===== src/rtl/mux_scan_sequencer.sv =====
// mux_scan_sequencer
// Drives a 4-bit word onto a 4:1 bit multiplexer and walks the select
// through all four positions. It dwells HOLD_CYCLES cycles on each position,
// samples the mux output, streams every sampled bit, and then presents the
// reassembled word. The error flag is set when the reassembled word differs
// from the word that was driven.
//
// Handshakes: a transfer happens on a rising edge where valid and ready are
// both high. The producer holds valid and data until that edge. in_ready is
// high only in IDLE. out_valid and the out_* fields stay stable until the
// edge that sees out_ready high. out_ready has no effect while out_valid is
// low.
//
// HOLD_CYCLES must be in 1..15.
module mux_scan_sequencer #(
    parameter int HOLD_CYCLES = 1,
    parameter bit MSB_FIRST   = 1'b0
) (
    input  logic       clk,
    input  logic       rst,
    input  logic       in_valid,
    input  logic [3:0] in_word,
    output logic       in_ready,
    output logic [3:0] mux_a,
    output logic [1:0] mux_s,
    input  logic       mux_result,
    output logic       bit_valid,
    output logic       bit_out,
    output logic       out_valid,
    output logic [3:0] out_word,
    output logic       out_err,
    input  logic       out_ready,
    output logic [1:0] dbg_state
);

    typedef enum logic [1:0] {
        IDLE = 2'd0,
        SCAN = 2'd1,
        DONE = 2'd2
    } state_t;

    localparam logic [3:0] LAST_DWELL = 4'(HOLD_CYCLES - 1);
    localparam logic [1:0] FIRST_IDX  = MSB_FIRST ? 2'd3 : 2'd0;
    localparam logic [1:0] LAST_IDX   = MSB_FIRST ? 2'd0 : 2'd3;

    state_t     state_q;
    state_t     state_d;
    logic [3:0] dwell_q;
    logic [3:0] capture_q;
    logic       sample_now;

    // A sample is taken on the last cycle of the dwell at each select position.
    assign sample_now = (state_q == SCAN) && (dwell_q == LAST_DWELL);
    assign dbg_state  = state_q;

    // State register.
    always_ff @(posedge clk) begin
        if (rst) begin
            state_q <= IDLE;
        end else begin
            state_q <= state_d;
        end
    end

    // Next-state logic and the input handshake.
    always_comb begin
        state_d  = state_q;
        in_ready = 1'b0;
        case (state_q)
            IDLE: begin
                in_ready = 1'b1;
                if (in_valid) begin
                    state_d = SCAN;
                end
            end
            SCAN: begin
                if (sample_now && (mux_s == LAST_IDX)) begin
                    state_d = DONE;
                end
            end
            DONE: begin
                if (out_valid && out_ready) begin
                    state_d = IDLE;
                end
            end
            default: state_d = IDLE;
        endcase
    end

    // Datapath: load the word, step the select, capture bits, publish the result.
    always_ff @(posedge clk) begin
        if (rst) begin
            mux_a     <= 4'd0;
            mux_s     <= 2'd0;
            dwell_q   <= 4'd0;
            capture_q <= 4'd0;
            bit_valid <= 1'b0;
            bit_out   <= 1'b0;
            out_valid <= 1'b0;
            out_word  <= 4'd0;
            out_err   <= 1'b0;
        end else begin
            bit_valid <= 1'b0;
            case (state_q)
                IDLE: begin
                    if (in_valid) begin
                        mux_a     <= in_word;
                        mux_s     <= FIRST_IDX;
                        dwell_q   <= 4'd0;
                        capture_q <= 4'd0;
                    end
                end
                SCAN: begin
                    if (sample_now) begin
                        capture_q[mux_s] <= mux_result;
                        bit_out          <= mux_result;
                        bit_valid        <= 1'b1;
                        if (mux_s != LAST_IDX) begin
                            mux_s   <= MSB_FIRST ? (mux_s - 2'd1) : (mux_s + 2'd1);
                            dwell_q <= 4'd0;
                        end
                    end else begin
                        dwell_q <= dwell_q + 4'd1;
                    end
                end
                DONE: begin
                    // The first DONE cycle registers the result. After that,
                    // the result stays stable until the consumer takes it.
                    if (!out_valid) begin
                        out_valid <= 1'b1;
                        out_word  <= capture_q;
                        out_err   <= (capture_q != mux_a);
                    end else if (out_ready) begin
                        out_valid <= 1'b0;
                    end
                end
                default: ;
            endcase
        end
    end

endmodule

===== config.mk =====
export PLATFORM = sky130hd
export DESIGN_NAME = mux_scan_sequencer
export DESIGN_NICKNAME = d
export VERILOG_FILES = /design/src/rtl/mux_scan_sequencer.sv
export SDC_FILE = /design/constraint.sdc
export NUM_CORES = 1
export LEC_CHECK = 0
export ABC_AREA = 1
export ABC_CLOCK_PERIOD_IN_PS = 2900
export BUFFER_PORTS_ARGS = -buffer_cell sky130_fd_sc_hd__clkbuf_2
export CAP_MARGIN = 20
export CORE_ASPECT_RATIO = 0.7
export CORE_MARGIN = 1.5
export CORE_UTILIZATION = 47
export DETAILED_ROUTE_END_ITERATION = 8
export PLACE_DENSITY = 0.69
export REMOVE_ABC_BUFFERS = 1
export SLEW_MARGIN = 30
export SYNTH_ARGS = -nofsm -noshare
export SYNTH_HDL_FRONTEND = slang
export SYNTH_SLANG_ARGS = --single-unit

===== constraint.sdc =====
create_clock -name clk -period 2.9 [get_ports clk]
set_clock_uncertainty 0.1 [all_clocks]
set_input_delay 0.435 -clock clk [delete_from_list [all_inputs] [get_ports clk]]
set_output_delay 0.435 -clock clk [all_outputs]
set_load 0.02 [all_outputs]

==> results.yml, run 1 <==
logic_synthesis:
  synth.distinct_cells: 21
  avgSynthCellArea_um2: 7.516
  yosysSeqAreaShare_pct: 43.49
  synth_mux_area_share_pct: 0
  ys.warnings.count: 0
  synth_top_cell_by_area: "dfxtp_1"
  yosys.area_share.simple_pct: 31.60
  synth_xor_xnor_area_share_pct: 3.171
  synth-compound-area-share_pct: 9.740
  syn_area_um2: 1105
  yosys.area_share.adder_pct: 6.795
  synth_top_area_share_pct: 43.49
  synth_area_leaders: "dfxtp_1 43%, nor2_1 11%, nand2_1 8.5%"
  syn_inst: 147
  synth_top_family_by_area: "simple AND/OR/NAND/NOR gates"
  synth_seq_cells: 24
clocking:
  post_cts_buffers: 0
  path_clk_slew_ns: 0.12
  insertion_delay_ns: 0.31
  cts_tree: "done"
  clock_sink_count: 24
  clockBufferDepth: 2
  cts_hold_buffers: 0
  cts_buffers: 3
  cts-resized-gates: 0
  htreeDepth: 1
  root_buffer: "clkbuf_4"
global_routing:
  grtUsageTotal_pct: 18.47
  grt_start_max_net_pins: 14
  grt-ovfl-total: 0
  grt_pass1_wl_um: 3657
  antenna_found_initial: 0
  first_global_vias: 794
floorplanning:
  rows: 14
  fp.dieArea_um2: 2655
  die_h_um: 43.57
  io_pins: 26
  start_util_pct: 50.46
  fp.dieW_um: 60.95
  core_um2: 2190
setup_path:
  ff2ff_path_depth: 8
  path_class: "flip-flop to output pin"
  cpMaxStageDelayCell: "dfxtp_1"
  worst-path-stages: 2
  cp_top_family: "flip-flops"
  critPathBufInv: 1
  cp-end-kind: "output pin"
  worstSetupStartpoint: "dbg_state[1]"
  r2r-start: "dwell_q[0]"
  cp_cell_sequence: "nor2_1 > clkbuf_2"
  r2r_end: "dwell_q[0]"
  required_ns: 2.37
  critPathMaxStageDelay_ns: 0.38
  cp_max_fo: 4
  reg2reg_slack_ns: 1.45
  cp-endpoint: "in_ready"
  worstPathArrival_ns: 1.11
  critPathLaunchType: "flip-flop"
power:
  power.total_w: 0.0007103
  ir_drop_uv: 269.4
  powerDensity_nw_per_um2: 547.4
  leakage_nw: 0.6255
sta:
  fmax_ghz: 0.6062
  slew-limit-headroom_pct: 78.79
  finalMaxSlewViolations: 0
  hold_violations: 0
  fin_hold_ws_ns: 0.2663
  finalCriticalPeriod_ns: 1.650
  fin_tns_setup_ns: 0
  setup_viol: 0
  finalCritPeriodShare_pct: 56.88
  worst_pin_slew_ns: 0.3178
  rsz0062_at_grt: "false"
min_path:
  holdCritPathClass: "input port to flip-flop"
detailed_routing:
  dr.pass1.iters: 6
  drcViolationCount: 0
  vias: 987
  viasPerCell: 4.791
  detail-route-antenna-nets: 0
  post_drt_wl_per_cell_um: 10.71
  drt_iter0_markers: 28
  totalWireLength_um: 2206
place:
  gp_congestion: 0.8072
  dp_hpwl_um: 1739
  port_buffers: 25
  placed_area_um2: 1261
  post-place-cells: 202
cells_and_area:
  area_growth_pct: 17.44
  nets: 190
  final_cells: 206
  postLayoutCellArea_um2: 1297
  antenna_cells: 0
  layout-drive-gt1-share_pct: 21.84
flow_run:
  timing.max_cap.violations: 0
run_status:
  outcome: "complete, no violations"
## per-layer routing
layer	global-route usage [%]	vias to the layer above	wire length [µm]
li1	-	527	-
met5	0	-	0
met3	5.373	2	94
met4	2.609	0	13
met2	25.59	20	856
met1	28.89	438	1241
## power by group
part           leakage (nW)  switching, W  internal [W]
clock network        0.0210     0.0000936     0.0000766
logic                 0.409      0.000109     0.0000565
registers             0.196     0.0000219      0.000352
total                 0.625      0.000225      0.000485
## Yosys cell counts, drive strengths merged
library cell,n
a21oi,9
buf,1
clkbuf,1
dfxtp,24
ha,6
inv,13
nand2,28
nand3,7
nand4,5
nor2,35
nor3,1
o21ai,11
o21bai,1
or2,1
xnor2,2
xor2,2
## kinds of logic (layout without fill, tap and decap cells)
| logic type | count (synthesis) | count (layout) |
|---|---|---|
| AOI/OAI and AO/OA | 21 | 21 |
| DFF | 24 | 24 |
| and+or+nand+nor | 77 | 77 |
| adders and majority gates | 6 | 6 |
| xor gates and xnor gates | 4 | 4 |
| buffers and inverters | 15 | 42 |
## worst min-delay path, delay by kind of cell
family | cells | cell delay, ns
and+or+nand+nor | 1 | 0.07
buffers and inverters | 1 | 0.07
AOI/OAI and AO/OA | 1 | 0.07
## worst min-delay path by stage
| stage | start | end | cells after the start | slack [ns] |
|---|---|---|---|---|
| floorplan | capture_q[2] | out_word[2] | 2 | 0.36 |
| global placement | capture_q[2] | out_word[2] | 2 | 0.39 |
| detailed placement | capture_q[2] | out_word[2] | 2 | 0.39 |
| CTS | in_word[0] | mux_a[0] | 3 | 0.26 |
| global route | in_word[3] | mux_a[3] | 3 | 0.26 |
| finish | in_word[0] | mux_a[0] | 3 | 0.27 |
## sequential cells by signal, summed over array words and instances (netlist names)
signal and count:
out_valid 1, capture_q 4, out_word 4, dbg_state 2
bit_valid 1, out_err 1, mux_s 2, dwell_q 4
bit_out 1, mux_a 4
## through the flow
stage               setup WS (ns)  util [%]
global placement            1.496     57.60
detailed placement          1.465     57.60
CTS                         1.242     59.26
finish                      1.250     59.26
floorplan                   1.404         -
global route                1.168     59.26
## layout make-up
cell class                      count  area (µm²)
Fill cell                         199       892.1
Multi-Input combinational cell    108       566.8
Sequential cell                    24       480.5
Timing Repair Buffer               25       125.1
Inverter                           13       48.80
Tap cell                           32       40.04
Clock buffer                        4       36.28
## placed cells by master, fill, tap and decap left out, drive strengths merged
cell and count:
xor2 2, clkbuf 29, nor2 35, nand3 7, ha 6, o21ai 11, inv 13, nand2 28
or2 1, nor3 1, dfxtp 24, o21bai 1, xnor2 2, nand4 5, a21oi 9
Note: power is estimated with default switching activity, not from simulation.
==> run 2, diff against run 1 <==
- ABC_CLOCK_PERIOD_IN_PS: 2900 -> 1380
- CORE_UTILIZATION: 47 -> 46
- PLACE_DENSITY: 0.69 -> 0.71
- clock period: 2.9 -> 1.38 ns (I/O delays scaled with it)
==> run 2 against run 1 <==
Sequential power is 110% higher; clock power increased to 3.0 times the previous value; utilization grew 6.6 points; die area up 2.0%; global-route usage increased by 1.9 points; first-iteration DRC count rose by 64%; cell count increased by 5.3%; routed wire length increased by 16%; non-clock buffer count grew 11; flip-flop and latch count unchanged; via count rose by 11%; critical endpoint is now dwell_q[0].
==> results.yml, run 2 (synthesized netlist as in run 1, its figures left out) <==
setup_path:
  cp-end-kind: "flip-flop"
  worstPathArrival_ns: 1.46
  ff2ff_path_depth: 8
  required_ns: 1.51
  critPathLaunchType: "flip-flop"
  path_class: "flip-flop to flip-flop"
  cp_max_fo: 6
flow_run:
  timing.max_cap.violations: 0
place:
  dp_hpwl_um: 1906
  placed_area_um2: 1321
  gp_congestion: 0.8610
  port_buffers: 25
  dp_slack_ns: 0.02643
sta:
  finalMaxSlewViolations: 0
  setup_viol: 0
  slew-limit-headroom_pct: 75.15
  finalCriticalPeriod_ns: 1.329
  worst_pin_slew_ns: 0.3723
  rsz0062_at_grt: "true"
  fin_ws_ns: 0.05143
  fin_hold_ws_ns: 0.03134
  hold_violations: 0
  fmax_ghz: 0.7527
  finalCritPeriodShare_pct: 96.27
floorplanning:
  fp.dieW_um: 61.58
  fp.dieArea_um2: 2710
  core_um2: 2207
  rows: 14
  io_pins: 26
  start_util_pct: 50.06
  die_h_um: 44.01
cells_and_area:
  layout_commonest_cell: "nor2_1"
  antenna_cells: 0
  postLayoutCellArea_um2: 1453
  layout-drive-gt1-share_pct: 30.81
  final_cell_mix: "31 x nor2_1, 24 x clkbuf_2, 23 x nand2_1"
  area_growth_pct: 31.48
  fillers: 216
  nets: 201
  final_util_pct: 65.82
global_routing:
  first_global_vias: 921
  grt_start_max_net_pins: 15
  grtUsageTotal_pct: 20.34
  grt-ovfl-total: 0
  antenna_found_initial: 0
  grt_pass1_wl_um: 4084
detailed_routing:
  post_drt_wl_per_cell_um: 11.80
  detail-route-antenna-nets: 0
  totalWireLength_um: 2561
  drcViolationCount: 0
  drt_iter0_markers: 46
  dr.pass1.iters: 4
  vias: 1094
  viasPerCell: 5.041
clocking:
  cts_tree: "done"
  cts_buffers: 3
  root_buffer: "clkbuf_4"
  clockBufferDepth: 2
  cts_hold_buffers: 0
  clock_sink_count: 24
  htreeDepth: 1
  insertion_delay_ns: 0.31
  path_clk_slew_ns: 0.13
min_path:
  hold_depth: 3
  holdCritPathClass: "input port to flip-flop"
power:
  ir_drop_uv: 760.3
  power.total_w: 0.001763
  leakage_nw: 0.7072
  powerDensity_nw_per_um2: 1214
run_status:
  outcome: "complete, no violations"
==> run 2: changes by cell type in the layout (fill, tap and decap cells not counted), moves of 2 or more <==
cell	previous run	this run
dfxtp_2	0	3
buf_4	0	11
nand2_4	1	3
dfxtp_1	24	21
nand2_1	25	23
==> run 2: path summary, 6_finish.rpt <==
path                                     to          from  slack (ns)
worst max-delay path             dwell_q[0]  dbg_state[0]        0.05
worst min-delay path               mux_a[0]    in_word[0]        0.03
worst max register to register   dwell_q[0]  dbg_state[0]        0.05
worst min register to register  out_word[2]  capture_q[2]        0.40
==> run 2: critical path, cell delays in order, from the launching register on <==
cell,delay (ns)
dfxtp_2,0.37
inv_1,0.08
nor2_4,0.16
buf_12,0.13
nand2_2,0.09
nand3_4,0.10
inv_1,0.08
nor2_1,0.09
nor2_1,0.05
==> run 2: final cells by class <==
type | instances | area, µm² | share of cell area, %
Multi-Input combinational cell | 108 | 604.3 | 41.60
Sequential cell | 24 | 484.2 | 33.33
Timing Repair Buffer | 36 | 222.7 | 15.33
Inverter | 13 | 48.80 | 3.359
Tap cell | 32 | 40.04 | 2.756
Clock inverter | 1 | 30.03 | 2.067
Clock buffer | 3 | 22.52 | 1.550
==> run 2: metrics by stage <==
stage               std cells  TNS [ns]
CTS                       214         0
finish                    217         0
global route              217   -0.1873
detailed placement        210         0
global placement          210         0
floorplan                 145   -0.8824
==> run 2: power by group <==
| part | total, W | internal [W] | switching, W |
|---|---|---|---|
| logic | 0.000483 | 0.000192 | 0.000291 |
| clock network | 0.000503 | 0.000294 | 0.000210 |
| registers | 0.000776 | 0.000742 | 0.0000346 |
==> run 2: metal layers <==
layer / GRT usage, % / up-vias / share of wire [%]
met1: 30.20 / 505 / 51
met5: 0 / - / 0
met4: 3.830 / 0 / 1.3
li1: - / 554 / -
met3: 5.373 / 6 / 4.6
met2: 29.89 / 29 / 43
==> run 2: what timing repair did <==
action,in CTS,in global routing
setup buffers,0,3
endpoints found under the setup margin,1,17
gates resized for setup,1,14
pin swaps,0,3
==> run 3, diff against run 2 <==
- REMOVE_ABC_BUFFERS: 1 -> not set
- SKIP_CTS_REPAIR_TIMING: not set -> 1
==> run 3 against run 2 <==
Largest cell class unchanged; worst setup slack worse by 0.00053 ns; critical path depth stayed put; sequential share of layout area is 0.20 points lower; design area is 2.2% higher; flip-flop and latch count stayed put; via count is 2.6% lower; non-clock buffer count is 2 lower.
==> results.yml, run 3 (synthesized netlist as in run 1, its figures left out) <==
cells_and_area:
  fillers: 188
  final_util_pct: 67.23
  layout-drive-gt1-share_pct: 34.97
  nets: 199
  seqCellArea_um2: 491.7
  layout_commonest_cell: "nor2_1"
  area_growth_pct: 34.31
  postLayoutCellArea_um2: 1484
  multiInputGateArea_um2: 639.4
  final_cell_mix: "31 x nor2_1, 24 x clkbuf_2, 21 x nand2_1"
  antenna_cells: 0
setup_path:
  path_class: "flip-flop to flip-flop"
  cp_max_fo: 6
  critPathMaxStageDelay_ns: 0.38
  critPathLaunchType: "flip-flop"
  required_ns: 1.52
  cpMaxStageDelayCell: "dfxtp_1"
  cp_cell_sequence: "inv_1 > ha_4 > nand2_2 > nand2_4 > nand3_4 > inv_1 > nor2_1 > nor2_1"
  worstPathArrival_ns: 1.47
  cp-end-kind: "flip-flop"
power:
  powerDensity_nw_per_um2: 1213
  swShare_pct: 31.11
  power.total_w: 0.001800
  clock_power_share_pct: 28.4
  power_frac_comb_pct: 28.0
  ir_drop_uv: 827.4
  p_sw_w: 0.0005599
  internal-power_w: 0.001240
  seqPwrFrac_pct: 43.6
  leakage_nw: 0.6938
floorplanning:
  fp.dieArea_um2: 2710
  rows: 14
  io_pins: 26
  die_h_um: 44.01
  core_um2: 2207
  fp.dieW_um: 61.58
  start_util_pct: 50.06
detailed_routing:
  dr.pass1.iters: 4
  vias: 1066
  post_drt_wl_per_cell_um: 12.24
  viasPerCell: 4.958
  drt_iter0_markers: 69
  detail-route-antenna-nets: 0
  totalWireLength_um: 2632
  drcViolationCount: 0
sta:
  fin_tns_setup_ns: 0
  fmax_ghz: 0.7524
  fin_hold_ws_ns: 0.04688
  setup_viol: 0
  slew-limit-headroom_pct: 75.97
  finalCritPeriodShare_pct: 96.31
  finalMaxSlewViolations: 0
  hold_violations: 0
  finalCriticalPeriod_ns: 1.329
  worst_pin_slew_ns: 0.3600
clocking:
  clock_sink_count: 24
  insertion_delay_ns: 0.32
  path_clk_slew_ns: 0.14
  cts_tree: "done"
  htreeDepth: 1
  clockBufferDepth: 2
  root_buffer: "clkbuf_4"
  cts_buffers: 3
global_routing:
  grt_pass1_wl_um: 3760
  antenna_found_initial: 0
  grt-ovfl-total: 0
  grtUsageTotal_pct: 19.61
  first_global_vias: 832
  grt_start_max_net_pins: 15
place:
  port_buffers: 25
  dp_hpwl_um: 1765
  gp_congestion: 0.8653
  placed_area_um2: 1305
run_status:
  outcome: "complete, no violations"
min_path:
  holdCritPathClass: "input port to flip-flop"
flow_run:
  timing.max_cap.violations: 0
logic_synthesis:
  synth_nets: 162
## run 3: cell count changes in the layout (fill, tap and decap cells not counted), sizes merged
cell / delta
buf: -2
## run 3: critical path, delay by kind of cell, from the launching register on
kind	cells	cell delay, ns
and+or+nand+nor	5	0.43
DFF	1	0.38
adders and majority gates	1	0.18
buffers and inverters	2	0.15
## run 3: layout make-up
class | instances | area share (%)
clock buffers | 3 | 1.518
clock inverters | 1 | 2.024
inverters | 13 | 3.288
multi-input cells | 108 | 43.09
flip-flops and latches | 24 | 33.14
well taps | 32 | 2.698
repair buffers | 34 | 14.25
## run 3: worst paths after layout
check / to / slack [ns] / start / cells after the start
max reg2reg: dwell_q[0] / 0.05 / dwell_q[1] / 8
max: dwell_q[0] / 0.05 / dwell_q[1] / 8
min reg2reg: bit_out / 0.42 / bit_out / 2
min: mux_a[3] / 0.05 / in_word[3] / 3
## run 3: power by group through the flow
stage	sequential [W]	combinational [W]	clock (W)
2_1_floorplan	0.000829	0.000226	0
3_3_place_gp	0.000794	0.000377	0
3_5_place_dp	0.000796	0.000379	0
4_1_cts	0.000782	0.000382	0.000520
5_1_grt	0.000790	0.000561	0.000549
6_report	0.000785	0.000504	0.000512
## run 3: through the flow
stage,instances,setup WS [ns]
detailed placement,207,0.02657
CTS,211,-0.0003308
finish,215,0.05090
floorplan,147,0.02972
global route,215,-0.03885
global placement,207,0.02858
## run 3: per-layer routing
layer  GRT usage [%]  vias up  part of all wire, %
met3           6.269        9                  5.9
met5               0        -                    0
met2           26.32       39                   44
li1                -      543                    -
met1           28.73      475                   48
met4           8.085        0                  2.0
